<file path="config.mk">
export PLATFORM = sky130hd
export DESIGN_NAME = multicycle_ctrl_flat
export DESIGN_NICKNAME = d
export VERILOG_FILES = /design/src/rtl/multicycle_ctrl_if.sv /design/src/rtl/multicycle_ctrl.sv /design/src/flat_wrapper.sv
export SDC_FILE = /design/constraint.sdc
export NUM_CORES = 1
export LEC_CHECK = 0
export BUFFER_PORTS_ARGS = -buffer_cell sky130_fd_sc_hd__buf_4
export CAP_MARGIN = 5
export CORE_UTILIZATION = 57
export DETAILED_ROUTE_END_ITERATION = 8
export PLACE_DENSITY = 0.83
export SLEW_MARGIN = 40
export SYNTH_ARGS = -nofsm -noshare
export SYNTH_HDL_FRONTEND = slang
export SYNTH_SLANG_ARGS = --single-unit
</file>
<file path="constraint.sdc">
create_clock -name clk -period 4.6 [get_ports clk]
set_input_delay 0.23 -clock clk [delete_from_list [all_inputs] [get_ports clk]]
set_output_delay 0.23 -clock clk [all_outputs]
set_load 0.005 [all_outputs]
</file>
<file path="src/rtl/multicycle_ctrl_if.sv">
// Control bundle between the multicycle sequencer and its datapath/memory.
// master = sequencer side, slave = datapath/memory side.
interface multicycle_ctrl_if #(
    parameter int CNT_W = 32
);
    logic [6:0]       opcode;
    logic             zero;
    logic             mem_ready;
    logic             mem_req;
    logic             mem_we;
    logic             mem_addr_sel;
    logic             ir_we;
    logic             mdr_we;
    logic             pc_we;
    logic             pc_src;
    logic             alusrc;
    logic [1:0]       aluop;
    logic             regwrite;
    logic             memtoreg;
    logic             retire;
    logic [CNT_W-1:0] instr_count;
    logic             trap;
    logic             trap_cause;

    modport master (
        input  opcode, zero, mem_ready,
        output mem_req, mem_we, mem_addr_sel,
        output ir_we, mdr_we, pc_we, pc_src,
        output alusrc, aluop, regwrite, memtoreg,
        output retire, instr_count, trap, trap_cause
    );

    modport slave (
        output opcode, zero, mem_ready,
        input  mem_req, mem_we, mem_addr_sel,
        input  ir_we, mdr_we, pc_we, pc_src,
        input  alusrc, aluop, regwrite, memtoreg,
        input  retire, instr_count, trap, trap_cause
    );
endinterface

</file>
<file path="src/rtl/multicycle_ctrl.sv">
// Multi-cycle RV32I-subset sequencer sharing one memory port.
// FETCH/DECODE/EXEC/MEM/WB with memory-timeout and illegal-opcode traps.
module multicycle_ctrl #(
    parameter int MEM_TIMEOUT = 16,
    parameter int CNT_W       = 32
) (
    input  logic               clk,
    input  logic               rst,
    multicycle_ctrl_if.master  bus
);
    typedef enum logic [2:0] {
        FETCH  = 3'd0,
        DECODE = 3'd1,
        EXEC   = 3'd2,
        MEM    = 3'd3,
        WB     = 3'd4,
        TRAP   = 3'd7
    } state_e;

    typedef enum logic [2:0] {
        OP_R, OP_I, OP_LW, OP_SW, OP_BEQ, OP_ILL
    } op_e;

    localparam int WAIT_W = $clog2(MEM_TIMEOUT + 1);
    localparam logic [WAIT_W-1:0] WAIT_LAST = WAIT_W'(MEM_TIMEOUT - 1);

    state_e           state_q, state_d;
    op_e              op_q, op_d, op_dec;
    logic [WAIT_W-1:0] wait_q, wait_d;
    logic [CNT_W-1:0] cnt_q, cnt_d;
    logic             trap_q, trap_d;
    logic             cause_q, cause_d;

    logic       mem_req, mem_we, mem_addr_sel;
    logic       ir_we, mdr_we, pc_we, pc_src;
    logic       alusrc, regwrite, memtoreg, retire;
    logic [1:0] aluop;
    logic       timeout;

    always_comb begin
        case (bus.opcode)
            7'b0110011: op_dec = OP_R;
            7'b0010011: op_dec = OP_I;
            7'b0000011: op_dec = OP_LW;
            7'b0100011: op_dec = OP_SW;
            7'b1100011: op_dec = OP_BEQ;
            default:    op_dec = OP_ILL;
        endcase
    end

    assign timeout = (wait_q == WAIT_LAST) && !bus.mem_ready;

    always_comb begin
        state_d      = state_q;
        op_d         = op_q;
        trap_d       = trap_q;
        cause_d      = cause_q;
        mem_req      = 1'b0;
        mem_we       = 1'b0;
        mem_addr_sel = 1'b0;
        ir_we        = 1'b0;
        mdr_we       = 1'b0;
        pc_we        = 1'b0;
        pc_src       = 1'b0;
        alusrc       = 1'b0;
        aluop        = 2'd0;
        regwrite     = 1'b0;
        memtoreg     = 1'b0;
        retire       = 1'b0;

        unique case (state_q)
            FETCH: begin
                mem_req = 1'b1;
                if (bus.mem_ready) begin
                    ir_we   = 1'b1;
                    pc_we   = 1'b1;
                    state_d = DECODE;
                end else if (timeout) begin
                    trap_d  = 1'b1;
                    cause_d = 1'b1;
                    state_d = TRAP;
                end
            end
            DECODE: begin
                op_d = op_dec;
                if (op_dec == OP_ILL) begin
                    trap_d  = 1'b1;
                    cause_d = 1'b0;
                    state_d = TRAP;
                end else begin
                    state_d = EXEC;
                end
            end
            EXEC: begin
                unique case (op_q)
                    OP_R: begin
                        aluop   = 2'd2;
                        state_d = WB;
                    end
                    OP_I: begin
                        aluop   = 2'd2;
                        alusrc  = 1'b1;
                        state_d = WB;
                    end
                    OP_LW, OP_SW: begin
                        alusrc  = 1'b1;
                        state_d = MEM;
                    end
                    OP_BEQ: begin
                        aluop   = 2'd1;
                        pc_we   = bus.zero;
                        pc_src  = 1'b1;
                        retire  = 1'b1;
                        state_d = FETCH;
                    end
                    default: begin
                        trap_d  = 1'b1;
                        cause_d = 1'b0;
                        state_d = TRAP;
                    end
                endcase
            end
            MEM: begin
                mem_req      = 1'b1;
                mem_addr_sel = 1'b1;
                mem_we       = (op_q == OP_SW);
                alusrc       = 1'b1;
                if (bus.mem_ready) begin
                    if (op_q == OP_SW) begin
                        retire  = 1'b1;
                        state_d = FETCH;
                    end else begin
                        mdr_we  = 1'b1;
                        state_d = WB;
                    end
                end else if (timeout) begin
                    trap_d  = 1'b1;
                    cause_d = 1'b1;
                    state_d = TRAP;
                end
            end
            WB: begin
                regwrite = 1'b1;
                memtoreg = (op_q == OP_LW);
                retire   = 1'b1;
                if (op_q == OP_R || op_q == OP_I) aluop = 2'd2;
                alusrc  = (op_q == OP_I);
                state_d = FETCH;
            end
            TRAP: begin
                state_d = TRAP;
            end
            default: begin
                state_d = FETCH;
            end
        endcase

        // Any cycle not stalled on memory restarts the wait count.
        wait_d = (mem_req && !bus.mem_ready) ? wait_q + 1'b1 : '0;
        cnt_d  = cnt_q + CNT_W'(retire);

        if (rst) begin
            mem_req      = 1'b0;
            mem_we       = 1'b0;
            mem_addr_sel = 1'b0;
            ir_we        = 1'b0;
            mdr_we       = 1'b0;
            pc_we        = 1'b0;
            pc_src       = 1'b0;
            alusrc       = 1'b0;
            aluop        = 2'd0;
            regwrite     = 1'b0;
            memtoreg     = 1'b0;
            retire       = 1'b0;
        end
    end

    always_ff @(posedge clk) begin
        if (rst) begin
            state_q <= FETCH;
            op_q    <= OP_ILL;
            wait_q  <= '0;
            cnt_q   <= '0;
            trap_q  <= 1'b0;
            cause_q <= 1'b0;
        end else begin
            state_q <= state_d;
            op_q    <= op_d;
            wait_q  <= wait_d;
            cnt_q   <= cnt_d;
            trap_q  <= trap_d;
            cause_q <= cause_d;
        end
    end

    assign bus.mem_req      = mem_req;
    assign bus.mem_we       = mem_we;
    assign bus.mem_addr_sel = mem_addr_sel;
    assign bus.ir_we        = ir_we;
    assign bus.mdr_we       = mdr_we;
    assign bus.pc_we        = pc_we;
    assign bus.pc_src       = pc_src;
    assign bus.alusrc       = alusrc;
    assign bus.aluop        = aluop;
    assign bus.regwrite     = regwrite;
    assign bus.memtoreg     = memtoreg;
    assign bus.retire       = retire;
    assign bus.instr_count  = cnt_q;
    assign bus.trap         = trap_q;
    assign bus.trap_cause   = cause_q;
endmodule

</file>
<file path="src/flat_wrapper.sv">
// flat-port wrapper written by rule: the top's interface ports become plain ports
module multicycle_ctrl_flat 
#(
    parameter int MEM_TIMEOUT = 16,
    parameter int CNT_W       = 32
)
  (clk, rst, bus_opcode, bus_zero, bus_mem_ready, bus_mem_req, bus_mem_we, bus_mem_addr_sel, bus_ir_we, bus_mdr_we, bus_pc_we, bus_pc_src, bus_alusrc, bus_aluop, bus_regwrite, bus_memtoreg, bus_retire, bus_instr_count, bus_trap, bus_trap_cause);
  multicycle_ctrl_if #(.CNT_W(CNT_W)) bus_i ();
  input  logic clk;
  input  logic rst;
  input wire logic [$bits(bus_i.opcode)-1:0] bus_opcode;
  input wire logic [$bits(bus_i.zero)-1:0] bus_zero;
  input wire logic [$bits(bus_i.mem_ready)-1:0] bus_mem_ready;
  output wire logic [$bits(bus_i.mem_req)-1:0] bus_mem_req;
  output wire logic [$bits(bus_i.mem_we)-1:0] bus_mem_we;
  output wire logic [$bits(bus_i.mem_addr_sel)-1:0] bus_mem_addr_sel;
  output wire logic [$bits(bus_i.ir_we)-1:0] bus_ir_we;
  output wire logic [$bits(bus_i.mdr_we)-1:0] bus_mdr_we;
  output wire logic [$bits(bus_i.pc_we)-1:0] bus_pc_we;
  output wire logic [$bits(bus_i.pc_src)-1:0] bus_pc_src;
  output wire logic [$bits(bus_i.alusrc)-1:0] bus_alusrc;
  output wire logic [$bits(bus_i.aluop)-1:0] bus_aluop;
  output wire logic [$bits(bus_i.regwrite)-1:0] bus_regwrite;
  output wire logic [$bits(bus_i.memtoreg)-1:0] bus_memtoreg;
  output wire logic [$bits(bus_i.retire)-1:0] bus_retire;
  output wire logic [$bits(bus_i.instr_count)-1:0] bus_instr_count;
  output wire logic [$bits(bus_i.trap)-1:0] bus_trap;
  output wire logic [$bits(bus_i.trap_cause)-1:0] bus_trap_cause;
  assign bus_i.opcode = bus_opcode;
  assign bus_i.zero = bus_zero;
  assign bus_i.mem_ready = bus_mem_ready;
  assign bus_mem_req = bus_i.mem_req;
  assign bus_mem_we = bus_i.mem_we;
  assign bus_mem_addr_sel = bus_i.mem_addr_sel;
  assign bus_ir_we = bus_i.ir_we;
  assign bus_mdr_we = bus_i.mdr_we;
  assign bus_pc_we = bus_i.pc_we;
  assign bus_pc_src = bus_i.pc_src;
  assign bus_alusrc = bus_i.alusrc;
  assign bus_aluop = bus_i.aluop;
  assign bus_regwrite = bus_i.regwrite;
  assign bus_memtoreg = bus_i.memtoreg;
  assign bus_retire = bus_i.retire;
  assign bus_instr_count = bus_i.instr_count;
  assign bus_trap = bus_i.trap;
  assign bus_trap_cause = bus_i.trap_cause;
  multicycle_ctrl #(.MEM_TIMEOUT(MEM_TIMEOUT), .CNT_W(CNT_W)) u_core (.clk(clk), .rst(rst), .bus(bus_i));
endmodule
</file>
# Yosys cells after proc, flatten, opt, wreduce, memory -nomap -nowiden
# Cells that the tools add are included.
# totals
regBits	45
output_inout_bits	47
input_bits	11
word_cells	93
# op_classes
add_sub_neg	2
eq_ne	20
bitwise	1
reduce_logical	14
muxes	50
# ops
operator	count
1-bit 2-to-1 mux	33
32-bit by 1-bit adder with 32-bit output	1
3-bit one-hot mux with 5 select lines	2
3-bit 2-to-1 mux	5
7-bit by 6-bit == test with 1-bit output (second input constant)	2
3-bit by 2-bit == test with 1-bit output (second input constant)	4
3-bit == test (second input constant)	4
1-bit one-hot mux with 3 select lines	4
3-bit one-hot mux with 3 select lines	1
2-bit one-hot mux with 2 select lines	2
2-bit OR reduction	4
7-bit by 2-bit == test with 1-bit output (second input constant)	1
7-bit by 5-bit == test with 1-bit output (second input constant)	1
7-bit == test (second input constant)	1
3-bit by 1-bit == test with 1-bit output (second input constant)	2
3-bit zero test	2
5-bit by 1-bit adder with 5-bit output (second input constant)	1
5-bit by 4-bit == test with 1-bit output (second input constant)	1
5-bit AND reduction	1
5-bit OR reduction	1
2-bit 2-to-1 mux	2
2-bit by 1-bit inequality test with 1-bit output (second input constant)	2
2-bit inequality test (second input constant)	2
3-bit nonzero test	1
6 further kinds	7

# Logic depth before layout (Yosys ltp)
# logic_depth
depth_word	6
depth_mapped	13
mapped_depth_nobuf	11

# Worst setup path before layout
# No wires, ideal clock.
# synth_timing
path_type	reg-to-reg
start	register u_core.state_q[0]
end	register u_core.cnt_q[28], in the netlist u_core.bus.instr_count[28]
stages_incl_launch_ff	14
setup_time_ns	0.121
arrival_time_ns	2.692
synth_period_minus_slack_ns	2.813
required_ns	4.479
path_buffers	4
slack_ns	1.787
cell_sequence	dfxtp_1 -> clkbuf_1 -> clkbuf_1 -> nor3_1 -> a221o_1 -> ha_1 -> ha_1 -> and3_1 -> clkbuf_1 -> nand2_1 -> or3_1 -> buf_2 -> nor3_1 -> mux2_2
# synth_between
elab_chain_len	3
elab_cells_between_ends	5
cone_classes	add/sub (1); eq/ne (3); mux (1)
# synth_rtl
element	line_no	source
start: declaration	multicycle_ctrl.sv:27	state_e state_q, state_d;
start signal: assignment	multicycle_ctrl.sv:187	state_q <= state_d;
3-bit == test or 3-bit by 2-bit == test with 1-bit output (tied branches)	multicycle_ctrl.sv:71	unique case (state_q)
1-bit one-hot mux with 3 select lines (*)	multicycle_ctrl.sv:71	
32-bit by 1-bit adder with 32-bit output (*)	multicycle_ctrl.sv:160	cnt_d = cnt_q + CNT_W'(retire);
end signal: assignment	multicycle_ctrl.sv:190	cnt_q <= cnt_d;
end: declaration	multicycle_ctrl.sv:30	logic [CNT_W-1:0] cnt_q, cnt_d;
# Mark *: on every way between the ends. The rest lies on a longest branch, timed or not.
# A chain may end at the register's enable or synchronous reset.

# Worst setup path in the final report
# layout_timing
start	register u_core.state_q[1]
end	register u_core.cnt_q[28], in the netlist u_core.bus.instr_count[28]
# Same word-level chain as after synthesis.

==> results.sh <==
export IMPL_post_drt_wl_per_cell_um=13.4
export IMPL_overflow=0
export IMPL_cts_setup_buffers=0
export IMPL_postCtsResizedCells=0
export IMPL_die_y_um=65.4
export IMPL_dr_total_vias=2107
export IMPL_met3_usage=0.0521
export IMPL_yosysMostFrequentCell="dfxtp_1"
export IMPL_path_class="flop to flop"
export IMPL_grt_busiest_layer="met2"
export IMPL_core_um2=3770
export IMPL_worstMarginPinSlew_ns=0.531
export IMPL_std_cell_rows=22
export IMPL_synth_area_leader_cell="dfxtp_1"
export IMPL_numClockSinks=45
export IMPL_die_area_um2=4280
export IMPL_antenna_found_initial=0
export IMPL_avgSynthCellArea_um2=8.16
export IMPL_path_max_fanout=13
export IMPL_htree_levels=2
export IMPL_synthTopCellsByArea="dfxtp_1, xnor2_1, nor2_1"
export IMPL_cts_tree="done"
export IMPL_hold_viol=0
export IMPL_synth_nets=296
export IMPL_die_x_um=65.4
export IMPL_finalSetupViolations=0
export IMPL_hold_ws_ns=0.227
export IMPL_drt_iter0_drc=126
export IMPL_drv_cap=0
export IMPL_met2_usage=0.398
export IMPL_required_ns=4.79
export IMPL_syn_inst=281
export IMPL_p_total_uw=1080
export IMPL_worstHoldPathType="primary input to flop"
export IMPL_drive_above_1_share=0.228
export IMPL_whs_path_depth=3
export IMPL_path_clk_slew_ns=0.08
export IMPL_final_cells=381
export IMPL_status="finished, final reports clean"
export IMPL_nFillCells=300
export IMPL_hold_buffers=0
export IMPL_seq_area_frac_synth=0.393
export IMPL_antenna_cells=0
export IMPL_synth_cell_type_count=42
export IMPL_wl_um=5120
export IMPL_firstDrtPassIters=4
export IMPL_final_util=0.755
export IMPL_maxSlewHeadroom=0.646
export IMPL_cts_made_buffers=5
export IMPL_grtUsageMet1=0.328
export IMPL_worst_ep_arrival_time_ns=3.30
export IMPL_synth_edf_count=0
export IMPL_syn_cell_area_um2=2290
export IMPL_synth_common_cells="dfxtp_1, nor2_1, nand2_1, xnor2_1, nor3_1"
export IMPL_layout_nets=347
export IMPL_gp_congestion=0.866
export IMPL_setup_tns_final_ns=0
export IMPL_end_kind="flop"
export IMPL_post_synth_top_area_fraction=0.393
export IMPL_io_buffers=57
export IMPL_yosys_register_bits=45
export IMPL_vdd_drop_max_mv=0.303
export IMPL_grt_max_degree=56
export IMPL_syn_to_final_growth_pct=24.2
export IMPL_p_leak_uw=0.00115
export IMPL_cts_root_buf="clkbuf_8"
export IMPL_reg2regPathDepth=10
export IMPL_worstSkewPairLatency_ns=0.30
export IMPL_finalCritPeriodShare=0.676
export IMPL_ant_nets=0
export IMPL_grt_first_pass_wirelength_um=8230
export IMPL_post_route_drc_count=0
export IMPL_period_needed_ns=3.11
export IMPL_start_util=0.608
export IMPL_grt_pass1_vias=1865
export IMPL_power_density_nw_per_um2=378
export IMPL_clock_skew_ns=0.00395
export IMPL_async_flop_share=0
export IMPL_yosys_warnings=0
export IMPL_dp_hpwl_um=3690
export IMPL_startpoint_type="flop"
export IMPL_r2r_slack_ns=1.49
export IMPL_slew_viol_final=0
export IMPL_track_usage=0.249
export IMPL_clk_path_buf_depth=2
export IMPL_ios=58
export IMPL_fmax_mhz=322
export IMPL_rsz0062_at_grt="no"
export IMPL_dp_cells=373
export IMPL_synthFlopType="dfxtp_1"
export IMPL_viasPerCell=5.53
==> flip-flops by register name, summed over array words and instances, names as in the netlist <==
register	cells
u_core.bus.instr_count	32
u_core.state_q	3
u_core.bus.trap_cause	1
u_core.wait_q	5
u_core.bus.trap	1
u_core.op_q	3
==> worst max-delay path, stage by stage (launching register included) <==
cell and delay (ns):
dfxtp_1 0.57, nand2b_1 0.19, nor3_1 0.32, a221o_1 0.18
ha_1 0.18, ha_1 0.20, and3_1 0.28, nand2_1 0.07
or3_1 0.44, nor3_1 0.20, mux2_2 0.37
==> path summary, 6_finish.rpt <==
| kind | start | to |
|---|---|---|
| max | u_core.state_q[1]$_SDFF_PP0_ | u_core.bus.instr_count[28]$_SDFF_PP0_ |
| max reg2reg | u_core.state_q[1]$_SDFF_PP0_ | u_core.bus.instr_count[28]$_SDFF_PP0_ |
| min reg2reg | u_core.wait_q[0]$_SDFF_PP0_ | u_core.wait_q[0]$_SDFF_PP0_ |
| min | bus_opcode[6] | u_core.op_q[2]$_SDFFE_PP1P_ |
==> area by class of cell <==
cell class	instances	area [um^2]	area share
Multi-Input combinational cell	215	1290	0.455
Sequential cell	45	901	0.316
Timing Repair Buffer	57	428	0.150
Clock buffer	5	68.8	0.0242
Clock inverter	3	65.1	0.0229
Tap cell	48	60.1	0.0211
Inverter	8	30.0	0.0105
==> layout by cell type (no fill, tap or decap), types with 4 or more instances in the layout <==
| master | netlist | layout |
|---|---|---|
| nor4_1 | 7 | 7 |
| nand4_1 | 6 | 6 |
| and4_1 | 4 | 4 |
| nor2_1 | 44 | 44 |
| xnor2_1 | 19 | 19 |
| dfxtp_1 | 45 | 45 |
| nand3_1 | 11 | 11 |
| o21ai_0 | 8 | 8 |
| nand2b_1 | 5 | 5 |
| nor3_1 | 16 | 16 |
| and3_1 | 5 | 5 |
| xor2_1 | 9 | 9 |
| inv_1 | 8 | 8 |
| ha_1 | 4 | 4 |
| clkbuf_8 | 1 | 5 |
| nor2b_1 | 8 | 8 |
| a21oi_1 | 10 | 10 |
| buf_4 | 0 | 57 |
| nand2_1 | 23 | 23 |
| or3_1 | 6 | 6 |
==> layer usage <==
metal | vias up | wire (um)
li1 | 1076 | -
met1 | 969 | 2430
met2 | 56 | 2370
met3 | 6 | 253
met4 | 0 | 67
met5 | - | 0
==> logic make-up (layout without fill, tap and decap cells) <==
group           Yosys count  after routing  share of synthesized area
mux                       2              2                    0.00982
simple gates            153            153                      0.352
flops                    45             45                      0.393
xor+xnor                 28             28                      0.107
compound gates           28             28                     0.0737
buf+inv                  21             73                     0.0426
fa+ha+maj                 4              4                     0.0218
==> report_power, final <==
part / leakage, uW / internal, uW / switching [uW]
clock: 0.0000681 / 216 / 134
sequential: 0.000364 / 421 / 59.6
combinational: 0.000721 / 122 / 124
==> metrics by stage <==
stage | worst slack [ns] | area (um^2)
floorplan | 1.79 | 2290
global placement | 1.68 | 2710
detailed placement | 1.53 | 2710
CTS | 1.50 | 2850
global route | 1.24 | 2850
finish | 1.49 | 2850
(Power assumes the default switching activity.)
